==> config.mk <==
export PLATFORM = sky130hd
export DESIGN_NAME = count_sequencer_flat
export DESIGN_NICKNAME = d
export VERILOG_FILES = /design/src/rtl/count_sequencer_if.sv /design/src/rtl/count_sequencer.sv /design/src/flat_wrapper.sv
export SDC_FILE = /design/constraint.sdc
export NUM_CORES = 1
export LEC_CHECK = 0
export CAP_MARGIN = 5
export CORE_AREA = 5 5 54 56
export DETAILED_ROUTE_END_ITERATION = 12
export DIE_AREA = 0 0 59 61
export MAX_ROUTING_LAYER = met4
export PLACE_DENSITY = 0.71
export SLEW_MARGIN = 20
export SYNTH_ARGS = -nofsm -noshare
export SYNTH_HDL_FRONTEND = slang
export SYNTH_SLANG_ARGS = --single-unit
==> constraint.sdc <==
create_clock -name clk -period 1.9 [get_ports clk]
set_input_delay 0.57 -clock clk [delete_from_list [all_inputs] [get_ports clk]]
set_output_delay 0.57 -clock clk [all_outputs]
set_load 0.02 [all_outputs]
==> src/rtl/count_sequencer_if.sv <==
// rtl/count_sequencer_if.sv - command, counter-control and status bundle for count_sequencer
interface count_sequencer_if #(
   parameter int WIDTH = 8
);
   logic             cmd_start;
   logic             cmd_stop;
   logic             cmd_load;
   logic [WIDTH-1:0] load_val;
   logic [WIDTH-1:0] target;
   logic [WIDTH-1:0] count_in;
   logic             en;
   logic             ld;
   logic [WIDTH-1:0] v;
   logic             busy;
   logic             done;
   logic [2:0]       state;

   modport master (
      output cmd_start, cmd_stop, cmd_load, load_val, target, count_in,
      input  en, ld, v, busy, done, state
   );

   modport slave (
      input  cmd_start, cmd_stop, cmd_load, load_val, target, count_in,
      output en, ld, v, busy, done, state
   );
endinterface

==> src/rtl/count_sequencer.sv <==
// rtl/count_sequencer.sv - FSM turning start/stop/load commands into prescaled counter en/ld strobes
// Define AUTO_RELOAD_EN to reload v and restart counting each time the target is reached.
module count_sequencer #(
   parameter int WIDTH    = 8,
   parameter int PRESCALE = 4
) (
   input  logic             clk,
   input  logic             rst,
   count_sequencer_if.slave bus
);
   localparam int            PW      = (PRESCALE > 1) ? $clog2(PRESCALE) : 1;
   localparam logic [PW-1:0] PRE_MAX = PW'(PRESCALE - 1);

   typedef enum logic [2:0] {
      S_IDLE  = 3'd0,
      S_LOAD  = 3'd1,
      S_RUN   = 3'd2,
      S_PAUSE = 3'd3,
      S_DONE  = 3'd4
   } state_t;

   state_t           state_q, state_d;
   logic [PW-1:0]    presc_q, presc_d;
   logic [WIDTH-1:0] v_q, v_d;
   logic             reload_q, reload_d;
   logic             at_target;
   logic             tick;

   always_ff @(posedge clk or posedge rst) begin
      if (rst) begin
         state_q  <= S_IDLE;
         presc_q  <= '0;
         v_q      <= '0;
         reload_q <= 1'b0;
      end else begin
         state_q  <= state_d;
         presc_q  <= presc_d;
         v_q      <= v_d;
         reload_q <= reload_d;
      end
   end

   assign at_target = (bus.count_in == bus.target);
   assign tick      = (presc_q == PRE_MAX);

   always_comb begin
      state_d  = state_q;
      presc_d  = presc_q;
      v_d      = v_q;
      reload_d = reload_q;
      if (state_q == S_LOAD) begin
         // reload_q marks a LOAD entered by reaching the target, which resumes counting
         reload_d = 1'b0;
         if (reload_q) begin
            state_d = S_RUN;
            presc_d = '0;
         end else begin
            state_d = S_IDLE;
         end
      end else if (bus.cmd_load) begin
         state_d  = S_LOAD;
         v_d      = bus.load_val;
         reload_d = 1'b0;
      end else begin
         case (state_q)
            S_IDLE, S_DONE: begin
               if (bus.cmd_start) begin
                  state_d = S_RUN;
                  presc_d = '0;
               end
            end
            S_PAUSE: begin
               if (bus.cmd_start) begin
                  state_d = S_RUN;
               end
            end
            S_RUN: begin
               if (bus.cmd_stop) begin
                  state_d = S_PAUSE;
               end else if (at_target) begin
`ifdef AUTO_RELOAD_EN
                  state_d  = S_LOAD;
                  reload_d = 1'b1;
`else
                  state_d  = S_DONE;
`endif
               end else begin
                  presc_d = tick ? '0 : presc_q + 1'b1;
               end
            end
            default: begin
               state_d = S_IDLE;
            end
         endcase
      end
   end

   // en is gated by at_target so the counter can never step past the terminal count
   assign bus.en    = (state_q == S_RUN) && tick && !at_target;
   assign bus.ld    = (state_q == S_LOAD);
   assign bus.v     = v_q;
   assign bus.busy  = (state_q == S_RUN);
   assign bus.done  = (state_q == S_DONE) || ((state_q == S_LOAD) && reload_q);
   assign bus.state = state_q;
endmodule
==> src/flat_wrapper.sv <==
// flat-port wrapper written by rule: the top's interface ports become plain ports
module count_sequencer_flat 
#(
   parameter int WIDTH    = 8,
   parameter int PRESCALE = 4
)
  (clk, rst, bus_cmd_start, bus_cmd_stop, bus_cmd_load, bus_load_val, bus_target, bus_count_in, bus_en, bus_ld, bus_v, bus_busy, bus_done, bus_state);
  count_sequencer_if #(.WIDTH(WIDTH)) bus_i ();
  input  logic clk;
  input  logic rst;
  input wire logic [$bits(bus_i.cmd_start)-1:0] bus_cmd_start;
  input wire logic [$bits(bus_i.cmd_stop)-1:0] bus_cmd_stop;
  input wire logic [$bits(bus_i.cmd_load)-1:0] bus_cmd_load;
  input wire logic [$bits(bus_i.load_val)-1:0] bus_load_val;
  input wire logic [$bits(bus_i.target)-1:0] bus_target;
  input wire logic [$bits(bus_i.count_in)-1:0] bus_count_in;
  output wire logic [$bits(bus_i.en)-1:0] bus_en;
  output wire logic [$bits(bus_i.ld)-1:0] bus_ld;
  output wire logic [$bits(bus_i.v)-1:0] bus_v;
  output wire logic [$bits(bus_i.busy)-1:0] bus_busy;
  output wire logic [$bits(bus_i.done)-1:0] bus_done;
  output wire logic [$bits(bus_i.state)-1:0] bus_state;
  assign bus_i.cmd_start = bus_cmd_start;
  assign bus_i.cmd_stop = bus_cmd_stop;
  assign bus_i.cmd_load = bus_cmd_load;
  assign bus_i.load_val = bus_load_val;
  assign bus_i.target = bus_target;
  assign bus_i.count_in = bus_count_in;
  assign bus_en = bus_i.en;
  assign bus_ld = bus_i.ld;
  assign bus_v = bus_i.v;
  assign bus_busy = bus_i.busy;
  assign bus_done = bus_i.done;
  assign bus_state = bus_i.state;
  count_sequencer #(.WIDTH(WIDTH), .PRESCALE(PRESCALE)) u_core (.clk(clk), .rst(rst), .bus(bus_i));
endmodule
==> results of run 1 <==
[stage by stage]
stage               TNS, ns  util (%)  area (µm²)  worst slack [ns]  cells
global route          -1.06      60.3        1440            -0.320    171
floorplan           -0.0488         -         738           -0.0488     65
finish               -0.811      60.3        1440            -0.280    171
CTS                  -0.282      59.4        1420            -0.229    170
global placement      -2.41      53.6        1280             -1.04    148
detailed placement    -2.55      53.6        1280             -1.06    148
[state kept, by name, indices dropped and copies added (netlist names)]
name	flops
u_core.bus.v	8
u_core.presc_q	2
u_core.bus.state	3
[repair_timing]
item / CTS / global route
endpoints found under the setup margin: 10 / 7
buffers inserted: 20 / 1
pin swaps: 15 / 9
resized for setup: 76 / 13
[final cells by class]
type / count / share of cell area [%]
inverter: 2 / 0.522
tap: 30 / 2.61
multi-input combinational: 48 / 30.3
timing repair buffer: 74 / 41.9
clock buffer: 4 / 1.83
sequential: 13 / 22.8
[kinds of logic (layout without fill, tap and decap cells)]
group	after synthesis	after routing	share of synthesized area [%]
and+or+nand+nor	21	21	18.0
adders and majority gates	1	1	1.71
muxes	9	9	13.9
AOI/OAI and AO/OA	9	9	9.08
buffers and inverters	4	80	3.25
xor gates and xnor gates	8	8	9.59
DFF	13	13	44.5
[per-layer routing]
metal | vias to the layer above | track usage [%] | share of wire [%]
li1 | 381 | - | -
met1 | 390 | 15.7 | 39
met2 | 19 | 26.0 | 54
met5 | - | - | 0
met3 | 4 | 4.47 | 5.0
met4 | 0 | 2.91 | 2.1
[power by group]
part,leakage [µW],switching (µW),internal [µW]
logic,0.000517,444,480
clock network,0.0000150,79.1,81.2
registers,0.000157,56.3,394
total,0.000689,580,955
[how the worst min path moves through the flow]
| stage | cells after the start | slack, ns | start | end |
|---|---|---|---|---|
| after global routing | 1 | 0.53 | u_core.bus.v[2] | u_core.bus.v[2] |
| after CTS | 1 | 0.51 | u_core.bus.v[2] | u_core.bus.v[2] |
| after detailed placement | 1 | 0.50 | u_core.bus.v[2] | u_core.bus.v[2] |
| final | 1 | 0.51 | u_core.bus.v[1] | u_core.bus.v[1] |
| after floorplan | 1 | 0.45 | rst | u_core.bus.state[2] |
| after global placement | 1 | 0.48 | u_core.bus.v[2] | u_core.bus.v[2] |
[placed cells by master (no fill, tap or decap), types with 2 or more instances in the layout]
master,n
clkdlybuf4s50_1,20
buf_6,7
dlygate4sd2_1,3
nor2_1,8
buf_4,29
xor2_1,6
clkbuf_2,4
dfrtp_1,11
xor2_2,2
dfrtp_2,2
a21oi_1,2
clkbuf_4,3
mux2_2,9
nor4_2,2
a21oi_2,2
buf_2,10
a22o_1,2
[critical path, cell delays in order]
cell     delay (ns)
buf_6          0.09
xor2_1         0.15
nor4_2         0.35
nand2_1        0.14
and3_4         0.18
buf_6          0.12
==> results.md, run 1 <==
- Bufs on Longest Clock Path: 2
- Total clock buffers created by CTS: 3
- Reg2Reg Capture Point: u_core.bus.v[4]
- Relative max-transition margin: 67.8%
- Clock skew: 0.00273 ns
- Critical path destination: bus_en
- Port Buf Inserts: 43
- Achievable clock frequency: 459 MHz
- Slew of the pin with the lowest slew margin: 0.482 ns
- Fraction of synthesized cell area taken by the top area cell type: 44.5%
- Initial core utilization: 30.6%
- Routed wire length: 2430 µm
- Average vias per placed instance: 4.64
- Antenna-violating nets left: 0
- RSZ-0062 raised after global routing: true
- Clock tree from TritonCTS: built
- Total overflow reported by the global router: 0
- Start point of the critical path: bus_count_in[6]
- Warnings from Yosys: 0
- Core region area: 2390 µm²
- Syn Std Cell Area: 731 µm²
- Die span in x: 59 µm
- Io pins: 44
- Reg-to-Reg Start: u_core.bus.state[2]
- Row Count: 18
- Path type of the worst min-delay path: flip-flop to flip-flop
- Data required time of the critical path: 1.33 ns
- Placed wire-length estimate after detailed placement: 1670 µm
- Share of flip-flops with an asynchronous set or reset after synthesis: 100%
- Net Count, Synth: 95
- Critical path peak fanout: 2
- Largest cells by area after synthesis: dfrtp_1, mux2_2, xor2_1, nor2_1, nor4_4
- Tot Pwr: 1530 µW
- Number of enable flip-flop cells after synthesis: 0
- Net count reported at finish: 172
- Largest net degree at the start of global routing: 14
- Mean post-synth cell area: 11.2 µm²
- Clock root cell: clkbuf_4
- Overall global routing resource usage: 14.5%
- Clock transition at the registers of the reported paths: 0.07 ns
- Peak VDD IR: 0.000797 V
- Average wire per cell in the routed design: 14.2 µm
- Count of inserted antenna diode cells: 0
- Failing checks: setup timing
- Clock latency of the later-clocked register in the worst-skew pair: 0.27 ns
- Vertical die dimension: 61 µm
- Detailed-route DRC error count: 0
- Multi-input gate area in the final layout: 437 µm²
- # hold bufs at CTS: 0
- Area Growth Syn to Fin: 96.9%
- Post-route fraction of the period consumed by the critical path: 115%
- Count of cell types in the netlist: 24
- Synth area leader: dfrtp_1
- Floorplan die area: 3600 µm²
- Worst Path Class, Setup: input port to output port
- Layout cells sized above 1: 57.4%
- Pwr/cell area: 1070 nW/µm²
- Antenna violations before repair: 0
- Final worst hold slack: 0.510 ns
- Predominant post-synthesis flop cell: dfrtp_1
- Number of DRC violations after detailed-routing iteration 0: 4
- Nature of the critical path endpoint: output port
- Number of sinks on the clock net: 13
- Routed via count: 794
- Area taken by flip-flops and latches: 328 µm²
- Length in cells of the worst reg-to-reg path: 5
- Number of fill cells: 220
- Final count of hold timing violations: 0
- Minimum setup slack in the final design: -0.280 ns
- Run status: complete, but fails checks
- Number of H-tree levels: 1
- Total leakage power: 0.000689 µW
- Count of mapped cells out of synthesis: 65
- Number of global-route vias before repair: 885
- Max-cap violations: 0
- Max-slew violation total from the final report: 0
- Min Tclk post-route: 2.18 ns
- Sequential fraction of the synthesis area: 44.5%
- Flip-flop and latch count after synthesis: 13
- Detailed-router iteration count before antenna repair: 2
- Data arrival, critical path: 1.61 ns
- Most frequently used cell type in the post-synthesis netlist: dfrtp_1
- Setup Viol. Count Final: 6
- R2R setup slack: 0.21 ns
- Routability Congestion: 0.750
- Wire length of the first global-routing pass: 3800 µm
- Top cell types by occurrence after synthesis: dfrtp_1, mux2_2, nor2_1, xor2_1, a21oi_1
- Crit start category: input port
Power figures use the tool's default switching activity.
==> run 2: changes to the inputs <==
--- a/config.mk
+++ b/config.mk
@@ -6,11 +6,14 @@
 export NUM_CORES = 1
 export LEC_CHECK = 0
 export CAP_MARGIN = 5
-export CORE_AREA = 5 5 54 56
+export CORE_AREA = 5 5 42 44
+export CTS_BUF_LIST = sky130_fd_sc_hd__clkbuf_4
 export DETAILED_ROUTE_END_ITERATION = 12
-export DIE_AREA = 0 0 59 61
+export DIE_AREA = 0 0 47 49
+export DONT_BUFFER_PORTS = 1
+export GPL_TIMING_DRIVEN = 0
 export MAX_ROUTING_LAYER = met4
-export PLACE_DENSITY = 0.71
+export PLACE_DENSITY = 0.73
 export SLEW_MARGIN = 20
 export SYNTH_ARGS = -nofsm -noshare
 export SYNTH_HDL_FRONTEND = slang
==> results.md, run 2 (synthesis gave the netlist of run 1 again) <==
- Run status: complete, but fails checks
- Failing checks: setup timing
- Pwr/cell area: 1460 nW/µm² (+37%)
- Port Buf Inserts: 0 (-100%)
- Routed via count: 505 (-36%)
- Reg2Reg Capture Point: u_core.presc_q[0]
- Number of sinks on the clock net: 13 (unchanged)
- Number of H-tree levels: 1 (unchanged)
- Peak VDD IR: 0.000941 V (+18%)
- Data arrival, critical path: 1.54 ns (-0.07 ns)
- Area Growth Syn to Fin: 11.6%
- Detailed-route DRC error count: 0 (unchanged)
- Switching power summed over all nets: 496 µW (-14%)
- Bufs on Longest Clock Path: 2 (unchanged)
- Clock Power Share: 14.8% (+4.4 points)
- Min Tclk post-route: 2.11 ns (-0.0671 ns)
- Initial core utilization: 52.1% (+22 points)
- Slew of the pin with the lowest slew margin: 0.668 ns (+0.186 ns)
- Vertical die dimension: 49 µm (-20%)
- Average vias per placed instance: 5.80 (+25%)
- Internal power: 694 µW (-27%)
- Length in cells of the worst reg-to-reg path: 6 (+1)
- Max-slew violation total from the final report: 0 (unchanged)
- Start point of the critical path: u_core.bus.state[1]
- Relative max-transition margin: 55.3% (-12 points)
- Worst Path Class, Setup: flip-flop to output port
- Critical path peak fanout: 4 (+2)
- Filler-free cell count of the finished design: 87 (-49%)
- Antenna violations before repair: 0 (unchanged)
- Achievable clock frequency: 473 MHz (+3.2%)
- Clock latency of the later-clocked register in the worst-skew pair: 0.27 ns (about the same)
- Wire length of the first global-routing pass: 2150 µm (-44%)
- Post-place instance area: 758 µm² (-41%)
- Number of fill cells: 138 (-37%)
- Io pins: 44 (unchanged)
- Proportion of power drawn by combinational gates: 33.4% (-27 points)
- Placed Instances: 81 (-45%)
- Row Count: 14 (-4)
- Die span in x: 47 µm (-20%)
- Switch share: 41.6% (+3.9 points)
- Detailed-router iteration count before antenna repair: 2 (unchanged)
- Total clock buffers created by CTS: 3 (unchanged)
- Post-route fraction of the period consumed by the critical path: 111% (-3.5 points)
- Clock tree from TritonCTS: built
- Flip-flop count of the largest register, all copies and words added: 8 (unchanged)
- Placed wire-length estimate after detailed placement: 1070 µm (-36%)
- Number of global-route vias before repair: 512 (-42%)
- Final count of hold timing violations: 0 (unchanged)
- Largest net degree at the start of global routing: 14 (unchanged)
- Net count reported at finish: 102 (-41%)
- Routed wire length: 1320 µm (-45%)
- Critical path destination: bus_en
- Data required time of the critical path: 1.33 ns (about the same)
- R2R setup slack: 0.26 ns (+0.05 ns)
- Max-cap violations: 0 (unchanged)
- Total leakage power: 0.000352 µW (-49%)
- Reg-to-Reg Start: u_core.bus.state[1]
- Most common library cell in the layout ignoring fill and taps: dfrtp_1
- RSZ-0062 raised after global routing: true
- Path type of the worst min-delay path: input port to async pin
- Routability Congestion: 0.704 (-6.2%)
- Crit start category: flip-flop
- Post-route cell area: 816 µm² (-43%)
- Layout cells sized above 1: 40.8% (-17 points)
- Floorplan die area: 2300 µm² (-36%)
- Setup Viol. Count Final: 2 (-4)
- Most frequent cells in the layout: dfrtp_1, mux2_2, xor2_1
- Core region area: 1400 µm² (-41%)
- Nature of the critical path endpoint: output port
- Minimum setup slack in the final design: -0.213 ns (+0.0671 ns)
- Clock transition at the registers of the reported paths: 0.07 ns (about the same)
- Power share of the sequential group: 51.7% (+22 points)
- Clock skew: 0.00398 ns (+0.00125 ns)
- Number of DRC violations after detailed-routing iteration 0: 2 (-2)
- Clock root cell: clkbuf_4
- Overall global routing resource usage: 12.7% (-1.7 points)
- Antenna-violating nets left: 0 (unchanged)
- Count of inserted antenna diode cells: 0 (unchanged)
- Total overflow reported by the global router: 0 (unchanged)
- # hold bufs at CTS: 0 (unchanged)
- Average wire per cell in the routed design: 15.2 µm (+7.1%)
## run 2: power groups by stage
stage	sequential (µW)	combinational [µW]	clock, µW
6_report	616	398	177
5_1_grt	630	445	198
4_1_cts	619	401	185
3_5_place_dp	623	360	0
3_3_place_gp	621	348	0
2_1_floorplan	597	317	0
## run 2: worst min path at each step
stage / start / to / slack (ns) / cells past startpoint
after floorplan: rst / u_core.bus.state[2] / 0.45 / 1
after global placement: rst / u_core.bus.v[7] / 0.49 / 1
after detailed placement: rst / u_core.bus.v[7] / 0.50 / 1
after CTS: rst / u_core.bus.v[4] / 0.20 / 1
after global routing: rst / u_core.bus.v[2] / 0.23 / 1
final: rst / u_core.bus.v[4] / 0.19 / 1
## run 2: critical path, cell delays in order, from the launching register on
cell and delay [ns]:
dfrtp_2 0.44, buf_6 0.13, or3b_4 0.39, inv_4 0.10
and3_4 0.23
## run 2: layer usage
metal / vias to the layer above / track usage, % / share of wire, %
met5: - / - / 0
met2: 21 / 20.4 / 53
li1: 238 / - / -
met3: 2 / 5.54 / 9.6
met4: 0 / 4.15 / 1.1
met1: 244 / 13.8 / 36
## run 2: final cells by class
cell class | instances | area, µm² | share of cell area (%)
multi-input cells | 48 | 395 | 48.5
flip-flops and latches | 13 | 329 | 40.3
clock buffers | 4 | 30.0 | 3.68
well taps | 16 | 20.0 | 2.45
plain buffers | 2 | 16.3 | 1.99
repair buffers | 2 | 15.0 | 1.84
inverters | 2 | 10.0 | 1.23
## run 2: repair_timing
action | CTS | global route
endpoints found under the setup margin | 4 | 3
buffers inserted | 2 | 0
resized for setup | 4 | 1
## run 2: through the flow
stage	hold WS (ns)	util (%)	power (µW)	TNS [ns]	worst slack, ns
finish	0.193	58.2	1190	-0.318	-0.213
global route	0.225	58.2	1270	-0.457	-0.266
CTS	0.202	57.8	1200	-0.356	-0.229
detailed placement	0.503	54.1	983	-0.175	-0.175
global placement	0.494	54.1	970	-0.138	-0.138
floorplan	0.447	-	914	-0.0488	-0.0488
